<file path="src/rtl/serial_addsub_pkg.sv">
// Shared types and sizing helpers for the digit-serial adder/subtractor.
package serial_addsub_pkg;

   typedef enum logic [1:0] {
      StIdle,
      StRun,
      StDone
   } state_e;

   // Cycles per operation; guarded so a bad DIGIT reaches the elaboration check.
   function automatic int unsigned ncyc(input int unsigned width, input int unsigned digit);
      return (digit == 0) ? 1 : width / digit;
   endfunction

   function automatic int unsigned cnt_width(input int unsigned n);
      return (n < 2) ? 1 : $clog2(n);
   endfunction

endpackage

</file>
<file path="src/rtl/serial_addsub_fa_cell.sv">
// Full adder built from two 4:1 selections on {x, y}, with entries chosen by cin.
module fa_cell (
   input  logic x,
   input  logic y,
   input  logic cin,
   output logic s,
   output logic co
);

   always_comb begin
      s  = 1'b0;
      co = 1'b0;
      unique case ({x, y})
         2'b00: begin s = cin;  co = 1'b0; end
         2'b01: begin s = ~cin; co = cin;  end
         2'b10: begin s = ~cin; co = cin;  end
         2'b11: begin s = cin;  co = 1'b1; end
         default: begin s = 1'b0; co = 1'b0; end
      endcase
   end

endmodule

</file>
<file path="src/rtl/serial_addsub.sv">
// Multi-cycle adder/subtractor: DIGIT bits per cycle through a chain of fa_cells,
// carry registered between cycles, valid/ready handshake on both sides.
module serial_addsub
   import serial_addsub_pkg::*;
#(
   parameter int unsigned WIDTH = 8,
   parameter int unsigned DIGIT = 1
) (
   input  logic             clk,
   input  logic             rst_n,
   input  logic             in_valid,
   output logic             in_ready,
   input  logic [WIDTH-1:0] a,
   input  logic [WIDTH-1:0] b,
   input  logic             sub,
   output logic             out_valid,
   input  logic             out_ready,
   output logic [WIDTH-1:0] sum,
   output logic             cout,
   output logic             overflow
);

   localparam int unsigned NCYC  = ncyc(WIDTH, DIGIT);
   localparam int unsigned CNT_W = cnt_width(NCYC);

   if (WIDTH < 2 || DIGIT == 0 || (WIDTH % DIGIT) != 0) begin : g_bad_params
      $error("serial_addsub: WIDTH must be >= 2 and an exact multiple of DIGIT");
   end

   state_e state_q, state_d;

   logic [CNT_W-1:0]       cnt_q;
   logic [WIDTH-1:0]       opa_q, opb_q, res_q, sum_q;
   logic                   carry_q, cout_q, ovf_q;
   logic [DIGIT:0]         c;
   logic [DIGIT-1:0]       dsum;
   logic [WIDTH+DIGIT-1:0] res_cat;
   logic [WIDTH-1:0]       res_next;
   logic                   last;

   assign c[0] = carry_q;

   for (genvar i = 0; i < DIGIT; i++) begin : g_fa
      fa_cell u_fa (
         .x   (opa_q[i]),
         .y   (opb_q[i]),
         .cin (c[i]),
         .s   (dsum[i]),
         .co  (c[i+1])
      );
   end

   // New digit enters at the MSB end; after NCYC shifts the result is aligned.
   assign res_cat  = {dsum, res_q};
   assign res_next = res_cat[WIDTH+DIGIT-1:DIGIT];
   assign last     = (cnt_q == CNT_W'(NCYC - 1));

   always_ff @(posedge clk or negedge rst_n) begin
      if (!rst_n) state_q <= StIdle;
      else        state_q <= state_d;
   end

   always_comb begin
      state_d = state_q;
      unique case (state_q)
         StIdle:  if (in_valid)  state_d = StRun;
         StRun:   if (last)      state_d = StDone;
         StDone:  if (out_ready) state_d = StIdle;
         default: state_d = StIdle;
      endcase
   end

   always_comb begin
      in_ready  = (state_q == StIdle);
      out_valid = (state_q == StDone);
   end

   always_ff @(posedge clk or negedge rst_n) begin
      if (!rst_n) begin
         cnt_q   <= '0;
         opa_q   <= '0;
         opb_q   <= '0;
         res_q   <= '0;
         sum_q   <= '0;
         carry_q <= 1'b0;
         cout_q  <= 1'b0;
         ovf_q   <= 1'b0;
      end else begin
         unique case (state_q)
            StIdle: begin
               if (in_valid) begin
                  opa_q   <= a;
                  opb_q   <= sub ? ~b : b;
                  carry_q <= sub;
                  cnt_q   <= '0;
               end
            end
            StRun: begin
               opa_q   <= opa_q >> DIGIT;
               opb_q   <= opb_q >> DIGIT;
               res_q   <= res_next;
               carry_q <= c[DIGIT];
               cnt_q   <= cnt_q + CNT_W'(1);
               if (last) begin
                  sum_q  <= res_next;
                  cout_q <= c[DIGIT];
                  ovf_q  <= c[DIGIT] ^ c[DIGIT-1];
               end
            end
            default: ;
         endcase
      end
   end

   assign sum      = sum_q;
   assign cout     = cout_q;
   assign overflow = ovf_q;

endmodule
</file>
<file path="config.mk">
export PLATFORM = sky130hd
export DESIGN_NAME = serial_addsub
export DESIGN_NICKNAME = d
export VERILOG_FILES = /design/src/rtl/serial_addsub_pkg.sv /design/src/rtl/serial_addsub_fa_cell.sv /design/src/rtl/serial_addsub.sv
export SDC_FILE = /design/constraint.sdc
export NUM_CORES = 1
export LEC_CHECK = 0
export ABC_CLOCK_PERIOD_IN_PS = 4200
export CORE_ASPECT_RATIO = 0.6
export CORE_MARGIN = 4
export CORE_UTILIZATION = 50
export DETAILED_ROUTE_END_ITERATION = 10
export PLACE_DENSITY = 0.77
export SLEW_MARGIN = 20
export SYNTH_ARGS = -nofsm -noshare
export SYNTH_HDL_FRONTEND = slang
export SYNTH_SLANG_ARGS = --single-unit
</file>
<file path="constraint.sdc">
create_clock -name clk -period 4.2 [get_ports clk]
set_input_delay 0.42 -clock clk [delete_from_list [all_inputs] [get_ports clk]]
set_output_delay 0.42 -clock clk [all_outputs]
set_load 0.01 [all_outputs]
</file>
[Yosys cells after proc, flatten, opt, wreduce, memory -nomap -nowiden]
Cells that the tools add are included.
Word-level totals
  bits in registers: 40
  input bits: 21
  output and inout port bits: 12
Cells by class
  reductions and logical operators: 8
  mux-type cells: 15
  $add $sub $neg: 1
  equality and inequality tests: 9
  bitwise logic cells: 3
Operators with widths (count)
  case mux 8 bit (2 select lines): 2
  two-way mux 8 bit: 3
  inverter 8 bit: 1
  == test 2 bit, second input constant: 3
  two-way mux 2 bit: 3
  case mux 2 bit (3 select lines): 1
  case mux 3 bit (2 select lines): 1
  == test 2 x 1 -> 1 bit, second input constant: 2
  logical NOT 2 bit: 2
  inequality test 2 bit, second input constant: 2
  case mux 1 bit (2 select lines): 2
  AND reduction 2 bit: 2
  OR reduction 2 bit: 2
  adder 3 x 1 -> 3 bit, second input constant: 1
  == test 3 bit, second input constant: 1
  two-way mux 3 bit: 1
  case mux 1 bit (3 select lines): 1
  AND reduction 3 bit: 1
  inequality test 2 x 1 -> 1 bit, second input constant: 1
  nonzero test 2 bit: 1
  two-way mux 1 bit: 1
  inverter 1 bit: 1
  XOR 1 bit: 1

[Longest topological paths before layout]
  word-level depth: 4
  gate-level depth with buffers: 6
  mapped depth without buffers: 5

[Hierarchy]
From an unflattened synthesis, not the netlist that was laid out.
Second synthesis, totals
  cells, all modules: 149
  area, all modules: 1796.7 sq um
Modules (own cells, without submodules)
  serial_addsub: sequential area each 975.9 sq um, area each 1776.7 sq um, instances 1, cells an instance 148
  fa_cell: sequential area each 0.0 sq um, area each 20.0 sq um, instances 1, cells an instance 1

[Worst setup path before layout]
OpenSTA, ideal clock, no wires.
  path type: register to register
  start: reg cnt_q[0]
  end: reg cout_q, in the netlist cout
  path slack: 2.702 ns
  buffers on the path: 1
  clock period less this slack: 1.498 ns
  data required time: 4.075 ns
  stages on the path, launching flop included: 6
  setup time: 0.125 ns
  arrival: 1.373 ns
  cells stage by stage: dfrtp_1 > ha_1 > ha_1 > nand3b_2 > buf_2 > mux2_2
Between the ends
  word-level cells in the longest chain between the ends: 2
Ends and longest elaborated chain
  from (decl): line serial_addsub.sv:32  | logic [CNT_W-1:0] cnt_q;
  from (signal assigned): line serial_addsub.sv:103  | cnt_q <= cnt_q + CNT_W'(1);
  == test 3 bit: line serial_addsub.sv:56  | assign last = (cnt_q == CNT_W'(NCYC - 1));
  AND reduction 2 bit (no source line)
  to (signal assigned): line serial_addsub.sv:106  | cout_q <= c[DIGIT];
  to (decl): line serial_addsub.sv:34  | logic carry_q, cout_q, ovf_q;
No other way between the ends.
A chain may end at the register's enable or synchronous reset.

[Final worst setup path]
  start: reg state_q[1]
  end: out out_valid
Between the ends
  word-level cells in the longest chain between the ends: 1
Ends and longest elaborated chain
  from (decl): line serial_addsub.sv:30  | state_e state_q, state_d;
  from (signal assigned): line serial_addsub.sv:59  | if (!rst_n) state_q <= StIdle;
  from (signal assigned): line serial_addsub.sv:60  | else state_q <= state_d;
  == test 2 bit: line serial_addsub.sv:75  | out_valid = (state_q == StDone);
  to (decl): line serial_addsub.sv:16  | output logic out_valid,
No other way between the ends.

==> results.md <==
- Status: complete, no violations
- FMAX: 445 MHz
- Full die area: 4610 µm²
- Core ar.: ~3300 µm²
- Pwr Total: 1.47 mW
- Slew Limit Headroom: 43.9%
- Most frequent cells in the layout: dfrtp_1 (39), clkdlybuf4s50_1 (31), mux2_2 (17)
- Die Height: 54.2 µm
- First-pass GRT wire length: 6030 µm
- Clk_lat worst skew: between 0.2 and 0.3 ns
- Layout net count: 203
- Origin of the worst setup path: state_q[1]
- Post-Syn Instances: 149
- Worst Setup End Kind: output pin
- TritonCTS clock tree: yes
- Multi-input logic area: 739 µm²
- ANT cells: 0
- Largest net degree at the start of global routing: 40
- # hold bufs at CTS: 0
- Area grow syn2layout: 23.9%
- Worst R2R Start: state_q[0]
- Fill count: around 240
- R2R Setup Slk: ~2.1 ns
- Synth Area per Inst: 11.9 µm²
- Fin Setup TNS: 0 ns
- Port Buf Inserts: 32
- Top-area cell type share of the netlist area: 54.8%
- Yosys top cell by area: dfrtp_1
- Hold Vio Cnt, Final: 0
- Critical Path AT: 1.83 ns
- Via Count: 1,265
- Ys Warns: 0
- GRT overflow: 0
- Count of cell types in the netlist: 28
- Crit path kind: flip-flop to output pin
- Post-synthesis cell area: approximately 1800 µm²
- Root Buffer: clkbuf_8
- Post-DP Area: 2110 µm²
- Final HPWL from detailed placement: 2580 µm
- Total GRT Usage: 17.4%
- # rows: 16
- Least-Margin Pin Slew: roughly 0.84 ns
- Tmin final: ~2.2 ns
- Initial Utilization: 53.3%
- Post_cts resized: 0
- Met1 wire length: 1560 µm
- WP buf/inv: 2
- Crit-path max FO: 22
- DR WL/cell: 15.5 µm
- CP required: 3.78 ns
- CP max-delay cell: dfrtp_1
- IO Count: 33
- Clock sinks: 39
- Hold Crit Class: primary input to async pin
- Cells along the critical path: nand2b_1, inv_1, clkdlybuf4s50_1
- Drc violations: 0
- Crit path launch type: flip-flop
- Top routing layer in use: met4
- Final worst-path cycle share: 53.5%
- Final slew viol count: 0
- Pwr dens: 669 nW/µm²
- Final antenna-violating net count: 0
- Yosys reg bits: 39
- Top post-synthesis cells by area: dfrtp_1 (55%), mux2_2 (11%), a22oi_1 (4.6%)
- Register area: 976 µm²
- Chip width: 85.0 µm
- Routability Congestion: between 0.8 and 0.9
- Final setup fails: 0
- Unrepaired setup endpoints after global routing: false
- Sequential share of the synthesized area: 54.8%
- Most common cell after layout, fill and taps aside: dfrtp_1
- Layout cell share with drive strength beyond 1: 16.1%
- Pre-antenna DRT Iters: 4
- Max Root-Sink Buffers: 2
- Fin area: 2210 µm²
- H-Tree Depth: 2
- Initial antenna violation count: 0
- Worst-path clk slew: 0.07 ns
- Average vias per placed instance: 5.62
- Post-CTS setup buffer count: 0
- Final Skew: between 0.005 and 0.006 ns
- WL met3: 180 µm
- DR iter-0 viols: between 80 and 90
- Top Family by Delay on Critical Path: flip-flops
- Number of global-route vias before repair: 1,297
- Met2 WL: 1690 µm
- Synthesized Nets: roughly 170
- Peak supply drop: 358 µV
- CP max stage delay: 0.77 ns
- Routed WL: between 3000 and 4000 µm
- Leakage Power: 0.940 nW
- Total CTS buffers: 5
- Maxcap violations: 0
## Yosys cell counts, drive strengths merged
| master | count |
|---|---|
| nand3b | 1 |
| fa | 1 |
| o21ai | 12 |
| or3b | 1 |
| a21oi | 7 |
| inv | 3 |
| o21bai | 1 |
| a22o | 2 |
| nand2 | 11 |
| nor2b | 7 |
| and3b | 1 |
| and2b | 1 |
| xnor2 | 9 |
| dfrtp | 39 |
| a22oi | 11 |
| o211ai | 4 |
| clkbuf | 4 |
| a221o | 3 |
| nand2b | 1 |
| buf | 6 |
| mux2 | 17 |
| o32ai | 2 |
| ha | 2 |
| nor2 | 3 |
## cells by family after synthesis
| family | synth area share, % |
|---|---|
| simple gates | 7.80 |
| flops | 54.8 |
| compound gates | 16.0 |
| fa+ha+maj | 2.53 |
| buf+inv | 3.65 |
| xor+xnor | 4.43 |
| mux | 10.8 |
## cell type report
class                      count  share of cell area (%)
sequential                    39                    44.2
timing repair buffer          33                    14.6
multi-input combinational     97                    33.5
inverter                       3                   0.510
tap                           45                    2.55
clock buffer                   8                    4.54
## state kept, by name (all words and copies together), names as in the netlist, 2 cells and up
signal	flops
sum	8
opa_q	8
opb_q	8
res_q	7
cnt_q	3
state_q	2
## per-stage QoR
step	cells	worst slack [ns]	hold slack, ns	utilization, %
after floorplan	149	2.70	0.124	-
after global placement	217	2.17	0.467	63.0
after detailed placement	217	2.12	0.475	63.0
after CTS	225	1.96	0.256	66.0
after global routing	225	1.84	0.316	66.0
final	225	1.95	0.234	66.0
## layer usage
metal	up-vias	global-route usage [%]
li1	592	-
met1	629	21.0
met2	37	29.9
met3	7	4.66
met4	0	8.42
met5	-	0
## final timing paths
kind	endpoint	depth (start not counted)
worst max-delay path	out_valid	3
worst min-delay path	res_q[6]	1
worst max register to register	res_q[2]	3
worst min register to register	opa_q[1]	2
max in group asynchronous	sum[2]	1
min in group clk	opa_q[1]	2
## report_power, final
group,leakage (nW),switching [mW],internal [mW]
combinational,0.391,0.219,0.314
sequential,0.498,0.134,0.536
clock,0.0515,0.122,0.150
total,0.940,0.476,0.999
Power figures use the tool's default switching activity.
